`src/rtl/axi_arb_pkg.sv`:
```
// Shared widths, AXI write-channel payload structs and arbiter state encoding
// for the AXI write arbiter and its round-robin selector.
package axi_arb_pkg;

  localparam int unsigned ADDR_WIDTH = 32;
  localparam int unsigned DATA_WIDTH = 32;
  localparam int unsigned LENGTH     = 8;
  localparam int unsigned ID_WIDTH   = 4;
  localparam int unsigned STRB_WIDTH = DATA_WIDTH / 8;

  typedef struct packed {
    logic [ID_WIDTH-1:0]   awid;
    logic [ADDR_WIDTH-1:0] awaddr;
    logic [LENGTH-1:0]     awlen;
    logic [2:0]            awsize;
    logic [1:0]            awburst;
  } aw_t;

  typedef struct packed {
    logic [ID_WIDTH-1:0]   wid;
    logic [DATA_WIDTH-1:0] wdata;
    logic [STRB_WIDTH-1:0] wstrb;
    logic                  wlast;
  } w_t;

  typedef struct packed {
    logic [ID_WIDTH-1:0] bid;
    logic [1:0]          bresp;
  } b_t;

  typedef enum logic [1:0] {
    IDLE = 2'd0,
    ADDR = 2'd1,
    DATA = 2'd2,
    RESP = 2'd3
  } arb_state_e;

endpackage

```
`src/rtl/axi_rr_arbiter.sv`:
```
// Round-robin selector: first asserted request at or after rr_ptr, wrapping.
// Purely combinational so it can be shared with a future read-side arbiter.
module axi_rr_arbiter #(
  parameter int unsigned NREQ  = 2,
  parameter int unsigned IDX_W = $clog2(NREQ)
) (
  input  logic [NREQ-1:0]  req,
  input  logic [IDX_W-1:0] rr_ptr,
  output logic [IDX_W-1:0] gnt_idx,
  output logic             any_req
);

  logic             found;
  logic [IDX_W-1:0] idx;

  // Scan in priority order starting at rr_ptr; the first hit wins.
  always_comb begin
    gnt_idx = '0;
    found   = 1'b0;
    idx     = '0;
    for (int unsigned i = 0; i < NREQ; i++) begin
      idx = IDX_W'((32'(rr_ptr) + i) % NREQ);
      if (!found && req[idx]) begin
        gnt_idx = idx;
        found   = 1'b1;
      end
    end
  end

  assign any_req = |req;

endmodule

```
`src/rtl/axi_wr_arbiter.sv`:
```
// Round-robin AXI write arbiter: NREQ requesters share one AW/W/B path, with
// one transaction locked from AW grant through the B handshake.
module axi_wr_arbiter
  import axi_arb_pkg::*;
#(
  parameter int unsigned NREQ  = 2,
  parameter int unsigned IDX_W = $clog2(NREQ)
) (
  input  logic                Aclock,
  input  logic                Aresetn,
  input  aw_t  [NREQ-1:0]     req_aw,
  input  logic [NREQ-1:0]     req_awvalid,
  output logic [NREQ-1:0]     req_awready,
  input  w_t   [NREQ-1:0]     req_w,
  input  logic [NREQ-1:0]     req_wvalid,
  output logic [NREQ-1:0]     req_wready,
  output b_t   [NREQ-1:0]     req_b,
  output logic [NREQ-1:0]     req_bvalid,
  input  logic [NREQ-1:0]     req_bready,
  output aw_t                 m_aw,
  output logic                m_awvalid,
  input  logic                m_awready,
  output w_t                  m_w,
  output logic                m_wvalid,
  input  logic                m_wready,
  input  b_t                  m_b,
  input  logic                m_bvalid,
  output logic                m_bready,
  output logic                proto_err
);

  arb_state_e        state, state_d;
  logic [IDX_W-1:0]  gnt, gnt_d;
  logic [IDX_W-1:0]  rr_ptr, rr_ptr_d;
  logic [IDX_W-1:0]  arb_idx;
  logic              any_req;
  logic [LENGTH-1:0] len_q, len_d;
  logic [LENGTH-1:0] beat_cnt, beat_d;
  logic              last_beat;
  logic [IDX_W-1:0]  gnt_next;

  axi_rr_arbiter #(
    .NREQ  (NREQ),
    .IDX_W (IDX_W)
  ) u_rr (
    .req     (req_awvalid),
    .rr_ptr  (rr_ptr),
    .gnt_idx (arb_idx),
    .any_req (any_req)
  );

  assign last_beat = (beat_cnt == len_q);
  assign gnt_next  = (gnt == IDX_W'(NREQ - 1)) ? '0 : gnt + IDX_W'(1);

  // State and transaction context registers.
  always_ff @(posedge Aclock or negedge Aresetn) begin
    if (!Aresetn) begin
      state    <= IDLE;
      gnt      <= '0;
      rr_ptr   <= '0;
      len_q    <= '0;
      beat_cnt <= '0;
    end else begin
      state    <= state_d;
      gnt      <= gnt_d;
      rr_ptr   <= rr_ptr_d;
      len_q    <= len_d;
      beat_cnt <= beat_d;
    end
  end

  // Next state plus the zero-latency channel steering for the granted requester.
  always_comb begin
    state_d     = state;
    gnt_d       = gnt;
    rr_ptr_d    = rr_ptr;
    len_d       = len_q;
    beat_d      = beat_cnt;
    req_awready = '0;
    req_wready  = '0;
    req_bvalid  = '0;
    m_awvalid   = 1'b0;
    m_wvalid    = 1'b0;
    m_bready    = 1'b0;
    proto_err   = 1'b0;
    m_aw        = req_aw[gnt];
    m_w         = req_w[gnt];
    m_w.wlast   = last_beat;
    for (int unsigned i = 0; i < NREQ; i++) begin
      req_b[i] = m_b;
    end

    unique case (state)
      IDLE: begin
        if (any_req) begin
          gnt_d   = arb_idx;
          len_d   = req_aw[arb_idx].awlen;
          beat_d  = '0;
          state_d = ADDR;
        end
      end
      ADDR: begin
        m_awvalid        = 1'b1;
        req_awready[gnt] = m_awready;
        if (m_awready) begin
          state_d = DATA;
        end
      end
      DATA: begin
        m_wvalid        = req_wvalid[gnt];
        req_wready[gnt] = m_wready;
        if (req_wvalid[gnt] && m_wready) begin
          // The arbiter's own beat count defines the burst end, not the requester.
          proto_err = (req_w[gnt].wlast != last_beat);
          if (last_beat) begin
            state_d = RESP;
          end else begin
            beat_d = beat_cnt + LENGTH'(1);
          end
        end
      end
      RESP: begin
        req_bvalid[gnt] = m_bvalid;
        m_bready        = req_bready[gnt];
        if (m_bvalid && req_bready[gnt]) begin
          state_d  = IDLE;
          rr_ptr_d = gnt_next;
        end
      end
      default: state_d = IDLE;
    endcase
  end

endmodule

```
`config.mk`:
```
export PLATFORM = sky130hd
export DESIGN_NAME = axi_wr_arbiter
export DESIGN_NICKNAME = d
export VERILOG_FILES = /design/src/rtl/axi_arb_pkg.sv /design/src/rtl/axi_rr_arbiter.sv /design/src/rtl/axi_wr_arbiter.sv
export SDC_FILE = /design/constraint.sdc
export NUM_CORES = 1
export LEC_CHECK = 0
export ABC_AREA = 1
export CAP_MARGIN = 20
export CORE_AREA = 8 8 114 116
export DETAILED_ROUTE_END_ITERATION = 6
export DIE_AREA = 0 0 122 124
export PLACE_DENSITY = 0.75
export SKIP_CTS_REPAIR_TIMING = 1
export SYNTH_ARGS = -nofsm -noshare
export SYNTH_HDL_FRONTEND = slang
export SYNTH_SLANG_ARGS = --single-unit
export TNS_END_PERCENT = 10
```
`constraint.sdc`:
```
create_clock -name Aclock -period 1.6 [get_ports Aclock]
set_input_delay 0.16 -clock Aclock [delete_from_list [all_inputs] [get_ports Aclock]]
set_output_delay 0.16 -clock Aclock [all_outputs]
set_load 0.01 [all_outputs]
```
==> reports/metrics.yaml <==
timing:
  skew_ns: 0.000784
  fmax_mhz: 551
  worst_pin_slew_ns: 0.365
  relSlewSlack: 0.754
  setup_viol: 8
  slew_violations: 0
  holdWs_ns: 0.251
  layout_min_cycle_time_ns: 1.81
  report.final.hold_viol_count: 0
  fin_tns_setup_ns: -0.340
  setup_ws_ns: -0.214
  period_share: 1.13
  rsz0062_at_grt: "yes"
power_and_ir_drop:
  p_clk_frac: 0.088
  ir_drop_mv: 0.639
  swShare: 0.457
  power.total_uw: 7630
  power_frac_seq: 0.108
  static-leakage-power_uw: 0.00327
  comb_power_share: 0.804
  p_switching_uw: 3480
  pwr_density_cell_nw_per_um2: 1270
  internal-power_uw: 4140
synth:
  netlist_instances: 511
  synth_top_area_frac: 0.484
  synth_fp_nets: 714
  syn_avg_cell_area_um2: 5.04
  ys_seq_area_frac: 0.194
  synth_area_leaders: "nand2_1, dfrtp_1, inv_1"
  yosys.cell_types.count: 23
  synth_seq_cells: 20
  yosysWarnings: 0
  yosysTopAreaCell: "nand2_1"
  netlist_area_um2: 2580
cells_and_area:
  postLayoutCoreUtil: 0.535
  mostFrequentLayoutCells: "nand2_1, clkdlybuf4s50_1, buf_4, buf_2, inv_1"
  nets: 1033
  final_common_cell: "nand2_1"
  area_growth_pct: 132
  n_antenna_cell: 0
  layout-drive-gt1-share: 0.211
route:
  dr_total_vias: 4218
  postRouteAntennaNets: 0
  first_pass_iters: 5
  initialDrtViolationCount: 288
  drc_errors: 0
  wl_per_cell_um: 16.7
  drt_wl_total_um: 16200
  via_per_inst: 4.34
critical_path:
  worstSetupPathType: "reg2out"
  worstPathRequired_ns: 1.44
  arrival_ns: 1.65
  r2r_slack_ns: -0.03
  start_kind: "register"
  worstSetupEndpointType: "output port"
  path_max_fanout: 2
grt:
  grt_pass1_vias: 4174
  grt_pass1_wl_um: 23100
  grt-ovfl-total: 0
  antenna_found_initial: 2
  grt_max_degree: 36
  gr-usage-all-layers: 0.196
clock_tree:
  cts.path.max_buffers: 2
  cts_num_sinks: 20
  clk_pin_slew_ns: 0.05
  clock_latency_ns: 0.25
  cts_tree: "done"
  cts_buffers: 3
  htreeDepth: 1
  cts-root-buf: "clkbuf_16"
place:
  portBuffers: 290
  gp_congestion: 0.872
  dp_hpwl_um: 13900
die:
  std_cell_rows: 39
  core-area_um2: 11200
  die_h_um: 124
  die-area_um2: 15100
  initial_core_util: 0.231
  num_io_pins: 309
  die_w_um: 122
run:
  drv_cap: 0
status:
  status: "finished, violations left"
  violations: "setup timing"
worst_hold_path:
  hold_class: "in2async"
-- worst max-delay path, cell delays in order (launching register included) --
cell     delay (ns)
dfrtp_1        0.39
xnor2_1        0.16
nand2_1        0.08
nor2_2         0.16
nand2_2        0.09
buf_4          0.14
xor2_1         0.13
nor2_1         0.10
buf_2          0.15
-- cell usage after synthesis, drive strengths merged --
cell type	n
nor2	19
nand3	5
nor3	5
clkbuf	19
xnor2	3
nor3b	1
nand4	8
ha	6
or2	1
o21ai	27
a21oi	11
inv	36
dfrtp	20
xor2	1
buf	17
nand2	332
-- registers in the layout, summed over array words and instances (netlist names) --
register	cells
beat_cnt	8
gnt	1
len_q	8
rr_ptr	1
state	2
-- cell type report --
type                            count  area, um2
Fill cell                        1069       5190
Tap cell                          143        179
Clock buffer                        3       75.1
Sequential cell                    20        504
Inverter                           36        140
Multi-Input combinational cell    419       1820
Timing Repair Buffer              350       3230
Clock inverter                      1       30.0
-- logic make-up after synthesis --
family	share of synthesized area
AOI/OAI and AO/OA	0.0782
xor gates and xnor gates	0.0136
adders and majority gates	0.0291
buffers and inverters	0.124
DFF	0.194
and+or+nand+nor	0.560
-- final timing paths --
path	cells past startpoint	end	start
worst max-delay path	8	proto_err	len_q[2]$_DFFE_PN0P_
worst min-delay path	2	beat_cnt[4]$_DFFE_PN0P_	Aresetn
worst max register to register	10	beat_cnt[2]$_DFFE_PN0P_	state[0]$_DFFE_PN0P_
worst min register to register	2	beat_cnt[7]$_DFFE_PN0P_	beat_cnt[7]$_DFFE_PN0P_
max in group asynchronous	2	gnt$_DFFE_PN0P_	Aresetn
min in group Aclock	0	req_b[10]	m_b[4]
-- per-stage QoR --
stage / worst slack [ns] / cell area, um2 / cells
3_5_place_dp: -0.275 / 5930 / 963
4_1_cts: -0.561 / 6030 / 967
2_1_floorplan: 0.0276 / 2580 / 511
6_report: -0.214 / 5980 / 972
3_3_place_gp: -0.277 / 5930 / 963
5_1_grt: -0.389 / 5980 / 972
-- layer usage --
layer	up-vias	global-route usage	wire length, um
met1	1818	0.240	6340
met5	-	0	23
met4	4	0.0224	100
met3	12	0.0748	2040
li1	2175	-	-
met2	209	0.329	7740
-- power groups by stage --
stage	combinational [uW]	sequential, uW	clock, uW
2_1_floorplan	2640	794	0
3_3_place_gp	6220	805	0
3_5_place_dp	6240	817	0
4_1_cts	6280	812	679
5_1_grt	6790	848	703
6_report	6130	823	673
(Power assumes the default switching activity.)
